--- src/rtl/target_drain_pkg.sv ---
// Shared constants and FSM encoding for the target buffer drain engine.
package target_drain_pkg;

  localparam int unsigned DEF_DATA_W = 32;
  localparam int unsigned DEF_ADDR_W = 14;
  localparam int unsigned DEF_LEN_W  = 15;

  typedef enum logic [1:0] {
    ST_IDLE = 2'd0,
    ST_RUN  = 2'd1,
    ST_DONE = 2'd2
  } drain_state_e;

endpackage

--- src/rtl/target_drain_fifo2.sv ---
// Two-entry register FIFO; head is always the oldest word so it can drive the output directly.
module drain_fifo2
  import target_drain_pkg::*;
#(
  parameter int unsigned WIDTH = DEF_DATA_W
) (
  input  logic             clk,
  input  logic             rst_n,
  input  logic             push_i,
  input  logic [WIDTH-1:0] din_i,
  input  logic             pop_i,
  output logic [WIDTH-1:0] head_o,
  output logic [1:0]       occ_o
);

  logic [WIDTH-1:0] head_q, head_d;
  logic [WIDTH-1:0] tail_q, tail_d;
  logic [1:0]       occ_q, occ_d;

  // Caller guarantees no push when full and no pop when empty.
  always_comb begin
    head_d = head_q;
    tail_d = tail_q;
    occ_d  = occ_q;
    case ({push_i, pop_i})
      2'b10: begin
        if (occ_q == 2'd0) head_d = din_i;
        else               tail_d = din_i;
        occ_d = occ_q + 2'd1;
      end
      2'b01: begin
        head_d = tail_q;
        occ_d  = occ_q - 2'd1;
      end
      2'b11: begin
        if (occ_q == 2'd1) begin
          head_d = din_i;
        end else begin
          head_d = tail_q;
          tail_d = din_i;
        end
      end
      default: ;
    endcase
  end

  always_ff @(posedge clk or negedge rst_n) begin
    if (!rst_n) begin
      head_q <= '0;
      tail_q <= '0;
      occ_q  <= '0;
    end else begin
      head_q <= head_d;
      tail_q <= tail_d;
      occ_q  <= occ_d;
    end
  end

  assign head_o = head_q;
  assign occ_o  = occ_q;

endmodule

--- src/rtl/target_drain.sv ---
// Streams a contiguous word range out of the target buffer's narrow read port
// onto a valid/ready interface, using credit-based issue into a 2-entry FIFO.
module target_drain
  import target_drain_pkg::*;
#(
  parameter int unsigned DATA_W = DEF_DATA_W,
  parameter int unsigned ADDR_W = DEF_ADDR_W,
  parameter int unsigned LEN_W  = DEF_LEN_W
) (
  input  logic              clk,
  input  logic              rst_n,
  input  logic              start,
  input  logic [ADDR_W-1:0] base_addr,
  input  logic [LEN_W-1:0]  len,
  output logic              busy,
  output logic              done,
  output logic              buf_en,
  output logic [ADDR_W-1:0] buf_addr,
  input  logic [DATA_W-1:0] buf_data,
  output logic              m_valid,
  input  logic              m_ready,
  output logic [DATA_W-1:0] m_data,
  output logic              m_last
);

  drain_state_e      state_q, state_d;
  logic [ADDR_W-1:0] base_q, base_d;
  logic [LEN_W-1:0]  len_q, len_d;
  logic [LEN_W-1:0]  issue_cnt_q, issue_cnt_d;
  logic [LEN_W-1:0]  pop_cnt_q, pop_cnt_d;
  logic              inflight_q;
  logic              busy_q, busy_d;
  logic              done_q, done_d;

  logic [1:0]        occ;
  logic [1:0]        used_c;
  logic              pop_c;

  drain_fifo2 #(.WIDTH(DATA_W)) u_fifo (
    .clk    (clk),
    .rst_n  (rst_n),
    .push_i (inflight_q),
    .din_i  (buf_data),
    .pop_i  (pop_c),
    .head_o (m_data),
    .occ_o  (occ)
  );

  // Credits: FIFO occupancy plus the read whose data lands this cycle.
  assign used_c   = occ + {1'b0, inflight_q};
  assign m_valid  = (occ != 2'd0);
  assign pop_c    = m_valid && m_ready;
  assign m_last   = m_valid && (pop_cnt_q == len_q - LEN_W'(1));
  assign buf_addr = base_q + ADDR_W'(issue_cnt_q);
  assign buf_en   = (state_q == ST_RUN) && (issue_cnt_q < len_q) &&
                    ((used_c < 2'd2) || ((used_c == 2'd2) && pop_c));
  assign busy     = busy_q;
  assign done     = done_q;

  always_comb begin
    state_d     = state_q;
    base_d      = base_q;
    len_d       = len_q;
    issue_cnt_d = issue_cnt_q;
    pop_cnt_d   = pop_cnt_q;
    if (buf_en) issue_cnt_d = issue_cnt_q + LEN_W'(1);
    if (pop_c)  pop_cnt_d   = pop_cnt_q + LEN_W'(1);
    case (state_q)
      ST_IDLE: begin
        if (start) begin
          base_d      = base_addr;
          len_d       = len;
          issue_cnt_d = '0;
          pop_cnt_d   = '0;
          state_d     = (len == '0) ? ST_DONE : ST_RUN;
        end
      end
      ST_RUN: begin
        if (pop_c && m_last) state_d = ST_DONE;
      end
      ST_DONE: state_d = ST_IDLE;
      default: state_d = ST_IDLE;
    endcase
    busy_d = (state_d == ST_RUN);
    done_d = (state_d == ST_DONE);
  end

  always_ff @(posedge clk or negedge rst_n) begin
    if (!rst_n) begin
      state_q     <= ST_IDLE;
      base_q      <= '0;
      len_q       <= '0;
      issue_cnt_q <= '0;
      pop_cnt_q   <= '0;
      inflight_q  <= 1'b0;
      busy_q      <= 1'b0;
      done_q      <= 1'b0;
    end else begin
      state_q     <= state_d;
      base_q      <= base_d;
      len_q       <= len_d;
      issue_cnt_q <= issue_cnt_d;
      pop_cnt_q   <= pop_cnt_d;
      inflight_q  <= buf_en;
      busy_q      <= busy_d;
      done_q      <= done_d;
    end
  end

endmodule

--- config.mk ---
export PLATFORM = sky130hd
export DESIGN_NAME = target_drain
export DESIGN_NICKNAME = d
export VERILOG_FILES = /design/src/rtl/target_drain_pkg.sv /design/src/rtl/target_drain_fifo2.sv /design/src/rtl/target_drain.sv
export SDC_FILE = /design/constraint.sdc
export NUM_CORES = 1
export LEC_CHECK = 0
export ABC_AREA = 1
export BUFFER_PORTS_ARGS = -buffer_cell sky130_fd_sc_hd__buf_4
export CAP_MARGIN = 20
export CORE_MARGIN = 4
export CORE_UTILIZATION = 52
export DETAILED_ROUTE_END_ITERATION = 8
export PLACE_DENSITY = 0.74
export RECOVER_POWER = 50
export SLEW_MARGIN = 25
export SYNTH_ARGS = -nofsm -noshare
export SYNTH_HDL_FRONTEND = slang
export SYNTH_HIERARCHICAL = 1
export SYNTH_SLANG_ARGS = --single-unit
--- constraint.sdc ---
create_clock -name clk -period 1.8 [get_ports clk]
set_clock_uncertainty 0.1 [all_clocks]
set_input_delay 0 -clock clk [delete_from_list [all_inputs] [get_ports clk]]
set_output_delay 0 -clock clk [all_outputs]
set_load 0.05 [all_outputs]
==> reports/results.ini <==
[status]
outcome = finished, violations left
violations = DRC, setup timing

[routing]
initialDrtViolationCount = 1194
num_vias = 9648
drtPass1Iterations = 9
avgRoutedWirePerCell_um = 20.57
wirelength_mm = 32.92
viasPerCell = 6.030
ant_nets = 0
remaining_drc_errors = 10

[yosys]
yosysSeqAreaShare_pct = 41.48
avgSynthCellArea_um2 = 7.329
syn_area_um2 = 7843
yosysUniqueCellTypes = 40
synthCells = 1070
yosys.area_share.xor_xnor_pct = 4.132
yosys.area.top_type = dfrtp_1
synth_top_family_by_area = simple AND/OR/NAND/NOR gates
synthMuxAreaShare_pct = 0
mappedNetlistNets = 1173
synthAdderAreaFrac_pct = 6.158
synth_top_area_share_pct = 41.48
ys_ff_latch = 130
synth_compound_gate_area_share_pct = 6.477
synth_warnings = 6
synth-simple-area-share_pct = 35.24
synthTopCellsByArea = dfrtp_1 (41%), nand2_1 (20%), nand3_1 (7.2%), ha_1 (5.9%), inv_1 (4.2%)

[clocking]
cts_tree = yes
clk_pin_slew_ns = 0.07
cts_sinks = 130
cts_buffers = 17
cts_max_path_buffers = 2
clk_latency_ns = 0.44
htree_levels = 4
cts_root_buffer = clkbuf_16

[worst_setup_path]
critPathArrivalTime_ns = 2.52
cp.required_ns = 1.70
r2r_setup_slack_ns = -0.51
timing.rr.end = state_q[1]$_DFF_PN0_
cp_max_fo = 4
r2r_start = len_q[5]$_DFFE_PN0P_
setup.worst_path.class = reg -> out
crit_path_end_kind = output pin
startpoint_type = flip-flop
reg2regPathDepth = 14

[timing]
holdWs_ns = 0.2015
setup_viol_count_final = 43
finalHoldViolations = 0
rsz0062_at_grt = yes
period_needed_ns = 2.616
final-max-slew-violation-count = 0
max_slew_margin_pct = 7.450
post-route-period-util_pct = 145.3
fmax_ghz = 0.3822
tightest_slew_ns = 1.388
worst_slack_ns = -0.8162

[finish]
fin_cells = 1600
n_antenna_cell = 0
final_nets = 1507
final_layout_size_suffix_gt1_share_pct = 35.88
syn_to_final_growth_pct = 62.68

[power_and_ir_drop]
switching_share_pct = 50.46
seq_power_share_pct = 17.1
intPower_uw = 14910
p_leak_uw = 0.006413
ir_drop_mv = 2.371
p_sw_uw = 15180
p_comb_share_pct = 71.8
clock_power_share_pct = 11.1
power_density_nw_per_um2 = 2358

[floorplanning]
pin_count = 116
initial_core_util_pct = 53.55
die_x_um = 130.8
die_h_um = 130.8
die_area_um2 = 17110
num_rows = 44
core-area_um2 = 14640

[grt]
grt_overflow_total = 0
grt_pass1_vias = 8728
grt_max_degree = 55
grt_usage_pct = 31.59
grt_pass1_wl_mm = 42.46
antenna_found_initial = 0

[hold_path]
min_to = base_q[7]$_DFFE_PN0P_
min_from = base_addr[7]
hp-class = in -> reg
whs_path_depth = 4

[place]
io_buffers = 115
dp.cells = 1452
hpwl_mm = 15.93
place_congestion = 0.9302

[flow_run]
cap_violations = 0

sequential cells by signal (all words and copies together) (netlist names):
| name | flops |
|---|---|
| u_fifo/occ_o | 2 |
| u_fifo/head_o | 32 |
| state_q | 2 |
| done | 1 |
| inflight_q | 1 |
| len_q | 15 |
| pop_cnt_q | 15 |
| issue_cnt_q | 15 |
| base_q | 14 |
| busy | 1 |
| u_fifo/tail_q | 32 |
routing by layer:
layer	GRT usage [%]	share of wire, %	up-vias
met5	0	0	-
met4	14.64	6.9	0
met3	5.772	10	252
met2	54.13	48	787
met1	38.72	34	4494
li1	-	-	4115
cell usage after synthesis:
| library cell | number |
|---|---|
| a21boi_0 | 1 |
| a21o_1 | 2 |
| a21oi_1 | 34 |
| a21oi_2 | 2 |
| a31oi_1 | 1 |
| and3_1 | 2 |
| buf_2 | 25 |
| clkbuf_1 | 9 |
| dfrtp_1 | 130 |
| fa_1 | 1 |
| ha_1 | 37 |
| inv_1 | 87 |
| inv_2 | 5 |
| inv_4 | 1 |
| nand2_1 | 416 |
| nand2_2 | 3 |
| nand2_4 | 3 |
| nand3_1 | 113 |
| nand3_2 | 1 |
| nand3b_1 | 4 |
| nand4_1 | 10 |
| nand4_2 | 2 |
| nor2_1 | 52 |
| nor2_2 | 3 |
| nor2_4 | 4 |
| nor3_1 | 16 |
| nor3b_1 | 2 |
| nor4_1 | 6 |
| nor4_2 | 2 |
| o2111ai_1 | 2 |
| o21ai_0 | 42 |
| o21ai_1 | 8 |
| o21ai_2 | 1 |
| o21bai_1 | 1 |
| o31ai_1 | 1 |
| or2_1 | 1 |
| or2_2 | 2 |
| or2_4 | 1 |
| xnor2_1 | 9 |
| xor2_1 | 28 |
final cells by class:
type                    instances  area [um2]
flip-flops and latches        130        3257
clock buffers                  19       432.9
clock inverters                12       108.9
multi-input cells             813        5202
inverters                      93       379.1
well taps                     184       230.2
fillers                       686        1886
repair buffers                349        3148
worst max-delay path by stage:
stage	startpoint	to	slack (ns)	depth (start not counted)
final	len_q[3]$_DFFE_PN0P_	m_last	-0.82	10
after global routing	len_q[6]$_DFFE_PN0P_	m_last	-0.87	10
after CTS	len_q[1]$_DFFE_PN0P_	m_last	-0.66	12
after detailed placement	issue_cnt_q[4]$_DFF_PN0_	issue_cnt_q[6]$_DFF_PN0_	-0.21	12
after global placement	len_q[3]$_DFFE_PN0P_	m_last	-0.18	10
after floorplan	len_q[0]$_DFFE_PN0P_	m_last	-0.26	9
power groups by stage:
| stage | sequential (uW) | clock (uW) | combinational [uW] |
|---|---|---|---|
| finish | 5140 | 3340 | 21600 |
| floorplan | 6230 | 0 | 9130 |
| global placement | 5010 | 0 | 15100 |
| global route | 5240 | 3450 | 22600 |
| CTS | 5020 | 3290 | 18300 |
| detailed placement | 5060 | 0 | 15400 |
critical path, stage by stage, from the launching register on:
cell	delay (ns)
dfrtp_1	0.41
buf_6	0.15
nor2_4	0.18
nand2_4	0.09
buf_4	0.15
nand2_1	0.14
nand3_1	0.15
nand2_1	0.13
nand4_1	0.17
nor4_4	0.32
buf_6	0.20
placed cells by master, fill, tap and decap left out, types with 5 or more instances in the layout:
cell type      count
nand3_1          102
clkbuf_16         20
ha_1              15
nor3_1            11
nand2_4           16
buf_4            222
inv_1             69
a21oi_1           16
o21ai_1            7
nor2_1            39
dfrtp_1          127
o21ai_4            5
a21oi_2           13
nand3_2            9
nor2_4            12
o21ai_2           10
nor2_2             8
xnor2_1            5
nand2_2           30
buf_6             40
inv_2             20
buf_12            13
nand4_1           10
o21ai_0           29
xor2_1            20
nor4_1             5
dlygate4sd3_1     64
a21oi_4            7
ha_4              20
nand2_1          373
timing repair:
action                                 CTS  global route
buffers inserted                        28            27
pin swaps                               60            70
cloned                                   2             4
setup endpoints to repair              101           101
hold buffers                            65             0
gates resized for setup                123           116
endpoints found under the hold margin  237             0
cell families (layout without fill, tap and decap cells):
logic type / Yosys count / after routing
compound gates: 95 / 95
xor+xnor: 37 / 37
fa+ha+maj: 38 / 38
buf+inv: 127 / 473
flops: 130 / 130
simple gates: 643 / 643
stage by stage:
stage	setup TNS, ns	instance area, um2	utilization [%]	power (uW)	setup slack, ns
2_1_floorplan	-2.501	8269	-	15360	-0.2585
5_1_grt	-22.68	12760	87.12	31250	-0.8693
6_report	-16.47	12760	87.12	30090	-0.8162
3_5_place_dp	-9.819	10200	69.63	20420	-0.2114
3_3_place_gp	-7.350	10200	69.63	20150	-0.1817
4_1_cts	-11.91	12140	82.87	26590	-0.6610
Note: power is estimated with default switching activity, not from simulation.
